`src/rtl/common.svh`:
```
// Shared CBus request/response types and the MLEN/MSIZE encodings used by
// every cache-side block.
typedef logic [2:0] msize_t;
typedef logic [3:0] mlen_t;

localparam msize_t MSIZE1  = 3'd0;
localparam msize_t MSIZE2  = 3'd1;
localparam msize_t MSIZE4  = 3'd2;
localparam msize_t MSIZE8  = 3'd3;

// Burst length is encoded as beats minus one.
localparam mlen_t  MLEN1   = 4'd0;
localparam mlen_t  MLEN2   = 4'd1;
localparam mlen_t  MLEN4   = 4'd3;
localparam mlen_t  MLEN8   = 4'd7;
localparam mlen_t  MLEN16  = 4'd15;

typedef struct packed {
  logic        valid;
  logic        is_write;
  logic [31:0] addr;
  msize_t      size;
  mlen_t       len;
  logic [3:0]  strobe;
  logic [31:0] data;
} cbus_req_t;

typedef struct packed {
  logic        ready;
  logic        last;
  logic [31:0] data;
} cbus_resp_t;

```
`src/rtl/cbus_arb_pkg.sv`:
```
// ============================================================================
// Module   : cbus_arb_pkg
// Brief    : Shared types and helpers for the CBus arbiter.
// Revision : 1.0 - initial release
// ============================================================================
`default_nettype none

package cbus_arb_pkg;
  `include "common.svh"

  localparam int MAX_INPUTS = 8;

  typedef logic [$clog2(MAX_INPUTS)-1:0] grant_idx_t;

  function automatic grant_idx_t wrap_inc(input grant_idx_t idx, input int n);
    if (int'(idx) >= n - 1) return '0;
    return idx + grant_idx_t'(1);
  endfunction
endpackage

`default_nettype wire

```
`src/rtl/cbus_arbiter_rr_pick.sv`:
```
// ============================================================================
// Module   : rr_pick
// Brief    : Combinational rotating-priority picker; the lowest index at or
//            above start (with wrap) wins.
// Revision : 1.0 - initial release
// ============================================================================
`default_nettype none

module rr_pick #(
  parameter int N  = 2,
  parameter int IW = 1
) (
  input  logic [N-1:0]  valid,
  input  logic [IW-1:0] start,
  output logic          any,
  output logic [IW-1:0] winner
);

  logic [2*N-1:0] w_dbl;
  logic [N-1:0]   w_rot;

  always_comb begin
    w_dbl  = {valid, valid};
    w_rot  = w_dbl[start +: N];
    any    = |valid;
    winner = '0;
    // Descending scan so the smallest rotated offset is assigned last.
    for (int k = N - 1; k >= 0; k--) begin
      if (w_rot[k]) winner = IW'((int'(start) + k) % N);
    end
  end

endmodule

`default_nettype wire

```
`src/rtl/cbus_arbiter.sv`:
```
// ============================================================================
// Module   : cbus_arbiter
// Brief    : Burst-locking CBus arbiter between cache requesters. Define
//            CBUS_ARBITER_RR_EN for round-robin; otherwise fixed priority.
// Revision : 1.0 - initial release
// ============================================================================
`default_nettype none

module cbus_arbiter
  import cbus_arb_pkg::*;
#(
  parameter  int NUM_INPUTS = 2,
  localparam int IDX_BITS   = (NUM_INPUTS > 1) ? $clog2(NUM_INPUTS) : 1
) (
  input  logic                clk,
  input  logic                reset,
  input  cbus_req_t           ireqs  [NUM_INPUTS],
  output cbus_resp_t          iresps [NUM_INPUTS],
  output cbus_req_t           oreq,
  input  cbus_resp_t          oresp,
  output logic                busy,
  output logic [IDX_BITS-1:0] grant_idx
);

  logic                  r_busy;
  logic [IDX_BITS-1:0]   r_index;
  logic [IDX_BITS-1:0]   w_prio;
  logic [NUM_INPUTS-1:0] w_valid;
  logic                  w_any;
  logic [IDX_BITS-1:0]   w_pick;
  logic                  w_release;

  always_comb begin
    w_valid = '0;
    for (int i = 0; i < NUM_INPUTS; i++) w_valid[i] = ireqs[i].valid;
  end

  assign w_release = r_busy && oresp.ready && oresp.last;

  rr_pick #(
    .N  (NUM_INPUTS),
    .IW (IDX_BITS)
  ) u_pick (
    .valid  (w_valid),
    .start  (w_prio),
    .any    (w_any),
    .winner (w_pick)
  );

`ifdef CBUS_ARBITER_RR_EN
  logic [IDX_BITS-1:0] r_prio;

  always_ff @(posedge clk) begin
    if (reset) begin
      r_prio <= '0;
    end else if (w_release) begin
      r_prio <= IDX_BITS'(wrap_inc(grant_idx_t'(r_index), NUM_INPUTS));
    end
  end

  assign w_prio = r_prio;
`else
  assign w_prio = '0;
`endif

  // Release and arbitration are mutually exclusive, which leaves one idle
  // cycle between consecutive grants.
  always_ff @(posedge clk) begin
    if (reset) begin
      r_busy  <= 1'b0;
      r_index <= '0;
    end else if (r_busy) begin
      if (w_release) r_busy <= 1'b0;
    end else if (w_any) begin
      r_busy  <= 1'b1;
      r_index <= w_pick;
    end
  end

  always_comb begin
    oreq = '0;
    for (int i = 0; i < NUM_INPUTS; i++) begin
      iresps[i] = '0;
      if (r_busy && (r_index == IDX_BITS'(i))) begin
        oreq      = ireqs[i];
        iresps[i] = oresp;
      end
    end
  end

  assign busy      = r_busy;
  assign grant_idx = r_index;

endmodule

`default_nettype wire

```
`config.mk`:
```
export PLATFORM = sky130hd
export DESIGN_NAME = cbus_arbiter
export DESIGN_NICKNAME = d
export VERILOG_FILES = /design/src/rtl/cbus_arb_pkg.sv /design/src/rtl/cbus_arbiter_rr_pick.sv /design/src/rtl/cbus_arbiter.sv
export VERILOG_INCLUDE_DIRS = /design/src /design/src/rtl
export SDC_FILE = /design/constraint.sdc
export NUM_CORES = 1
export LEC_CHECK = 0
export ABC_AREA = 1
export CORE_AREA = 2 2 132 134
export CTS_CLUSTER_DIAMETER = 100
export DETAILED_ROUTE_END_ITERATION = 8
export DIE_AREA = 0 0 134 136
export GPL_TIMING_DRIVEN = 0
export PLACE_DENSITY = 0.62
export SKIP_LAST_GASP = 1
export SLEW_MARGIN = 15
export SYNTH_ARGS = -nofsm -noshare
export SYNTH_HDL_FRONTEND = slang
export SYNTH_SLANG_ARGS = --single-unit
```
`constraint.sdc`:
```
create_clock -name clk -period 1 [get_ports clk]
set_input_delay 0.2 -clock clk [delete_from_list [all_inputs] [get_ports clk]]
set_output_delay 0.2 -clock clk [all_outputs]
set_load 0.01 [all_outputs]
```
==> out/qor.yml <==
dieWidth_um: 134
synth_nets: 577
ios: 337
htree_levels: 1
crit_arrival_ps: 1380
root_buffer: "clkbuf_16"
max-vdd-ir-drop_v: 0.000505
cts_num_sinks: 2
synth_seq_cells: 2
numPortBuffers: 336
num_rows: 48
synth_area_um2: 1950
yosys_warnings: 0
postLayoutSetupSlackWorst_ps: -576
antenna_cells: 0
clockBufferDepth: 2
reg2reg_setup_slack_ps: 0
crit_fanout: 8
violations: "setup timing"
die_y_um: 136
layout_min_cycle_time_ps: 1580
coreArea_um2: 16900
grt_pass1_wl_um: 20900
hold_buffers: 0
drive_above_1_share_pct: 58.1
period_share_pct: 158
seq_area_frac_synth_pct: 2.06
dpl.cell_count: 948
slew_viol_final: 0
holdPathEnd: "busy$_SDFF_PP0_"
hpwl_um: 11700
antenna_found_initial: 0
vias: 4030
routedWlPerCell_um: 15.8
max-cap-violations: 0
synth_top_area_cell: "nand3_1"
timing.rr.start: "busy$_SDFF_PP0_"
p_leak_nw: 3.32
tightest_slew_ps: 193
detail-route-antenna-nets: 0
areaGrowthSynthToFinish_pct: 285
crit_top_cell: "buf_12"
finalClockSkew_ps: 0.544
holdPathStages: 2
synth_cell_type_count: 15
fmax_ghz: 0.635
seqCellArea_um2: 42.5
n_fill_cell: 1649
synth.avg_cell_area_um2: 5.03
min_path_type: "input port to flop"
final_cell_mix: "189 x clkdlybuf4s50_1, 93 x buf_6, 76 x nand2_2"
synth_top_area_share_pct: 34.2
finalCoreUtilization_pct: 44.4
place_congestion: 0.796
finalSetupTns_ps: -73300
critical_path_class: "flop to output pin"
clkSlewWorstSetupHoldPaths_ps: 30
drt_pass1_iterations: 4
fp.dieArea_um2: 18200
post-route-drc-count: 0
grt.overflow.total: 0
setup_violations: 146
start_kind: "flop"
routed_wl_um: 15400
syn_inst: 387
end_kind: "output pin"
finalHoldViolCount: 0
multiInputGateArea_um2: 2570
slowest_delay_ps: 340
slew_headroom_pct: 87.2
numCtsBuffers: 3
timing.rr.end: "grant_idx$_SDFFE_PP0P_"
cp_slowest_cell: "dfxtp_2"
grt_usage_pct: 14.5
fin_nets: 946
layout.cells.non_filler: 979
rsz0062_at_grt: "yes"
critPathRequiredTime_ps: 800
via_per_inst: 4.12
grt_pass1_vias: 3906
synthTopCellsByArea: "nand3_1 34%, nand2_1 15%, nor2_1 13%, nand3_2 10%, inv_1 6.9%"
cp_cell_sequence: "buf_12 > clkinv_16 > buf_12 > clkbuf_16 > nand3_2 > nand2_2 > buf_6"
start_util_pct: 11.5
powerDensity_nw_per_um2: 619
min_from: "reset"
grt_max_degree: 11
rr_worst_depth: 5
status: "complete, but fails checks"
cts_tree: "built"
clock_latency_ps: 220
final_common_cell: "clkdlybuf4s50_1"
drt_iter0_drc: 120
-- layout make-up --
cell class / instances / share of cell area [%]
timing repair buffer: 365 / 50.1
inverter: 37 / 2.20
clock buffer: 3 / 1.00
buffer: 39 / 8.05
sequential: 2 / 0.568
tap: 225 / 3.76
multi-input combinational: 308 / 34.3
-- cells by family (layout without fill, tap and decap cells) --
kind of cell / after synthesis / after routing / synth area share [%]
flip-flops: 2 / 2 / 2.06
AO/OA/AOI/OAI: 5 / 5 / 1.41
AND/OR/NAND/NOR: 302 / 303 / 73.5
buffers and inverters: 78 / 444 / 23.0
-- worst max path at each step --
stage                           start          to  slack (ps)  cells after the start
2_1_floorplan  grant_idx$_SDFFE_PP0P_    oreq[36]        -120                      6
3_5_place_dp   grant_idx$_SDFFE_PP0P_  iresps[57]        -890                      6
3_3_place_gp   grant_idx$_SDFFE_PP0P_  iresps[57]        -890                      6
5_1_grt        grant_idx$_SDFFE_PP0P_    oreq[65]        -640                      7
4_1_cts               busy$_SDFF_PP0_  iresps[49]        -670                      6
6_report       grant_idx$_SDFFE_PP0P_    oreq[65]        -580                      7
-- state kept, by name, summed over array words and instances (netlist names) --
register and count:
grant_idx 1, busy 1
-- repair_timing --
item,in CTS,in global routing
endpoints found under the setup margin,147,149
buffers inserted,4,10
hold endpoints to repair,0,0
resized for setup,385,383
gates cloned,2,14
pin swaps,0,22
-- power breakdown --
part | switching [mW] | internal [mW]
clock network | 0.0886 | 0.508
registers | 0.00633 | 0.0889
logic | 1.71 | 2.24
-- through the flow --
step | hold WS (ps) | cell area [µm²] | power, mW | worst slack (ps)
after floorplan | 262 | 2650 | 1.41 | -122
after global placement | 751 | 6300 | 3.18 | -890
after detailed placement | 755 | 6300 | 3.18 | -887
after CTS | 544 | 6710 | 3.90 | -666
after global routing | 564 | 7500 | 4.90 | -640
final | 538 | 7500 | 4.64 | -576
-- worst max-delay path: cells and delay by family, from the launching register on --
family | cells | cell delay [ps]
AND/OR/NAND/NOR | 2 | 110
buffers and inverters | 5 | 690
flip-flops | 1 | 340
-- synth_stat cells, drive strengths merged --
master,count
nand3,153
nor2,69
o21bai,1
nand2,80
o21ai,2
dfxtp,2
a21oi,2
inv,37
buf,41
-- metal layers --
| layer | global-route usage (%) | up-vias | part of all wire, % |
|---|---|---|---|
| met5 | 0 | - | 0 |
| li1 | - | 1990 | - |
| met4 | 3.90 | 0 | 1.7 |
| met2 | 26.3 | 195 | 51 |
| met1 | 16.8 | 1827 | 39 |
| met3 | 3.77 | 18 | 8.2 |
(Power assumes the default switching activity.)
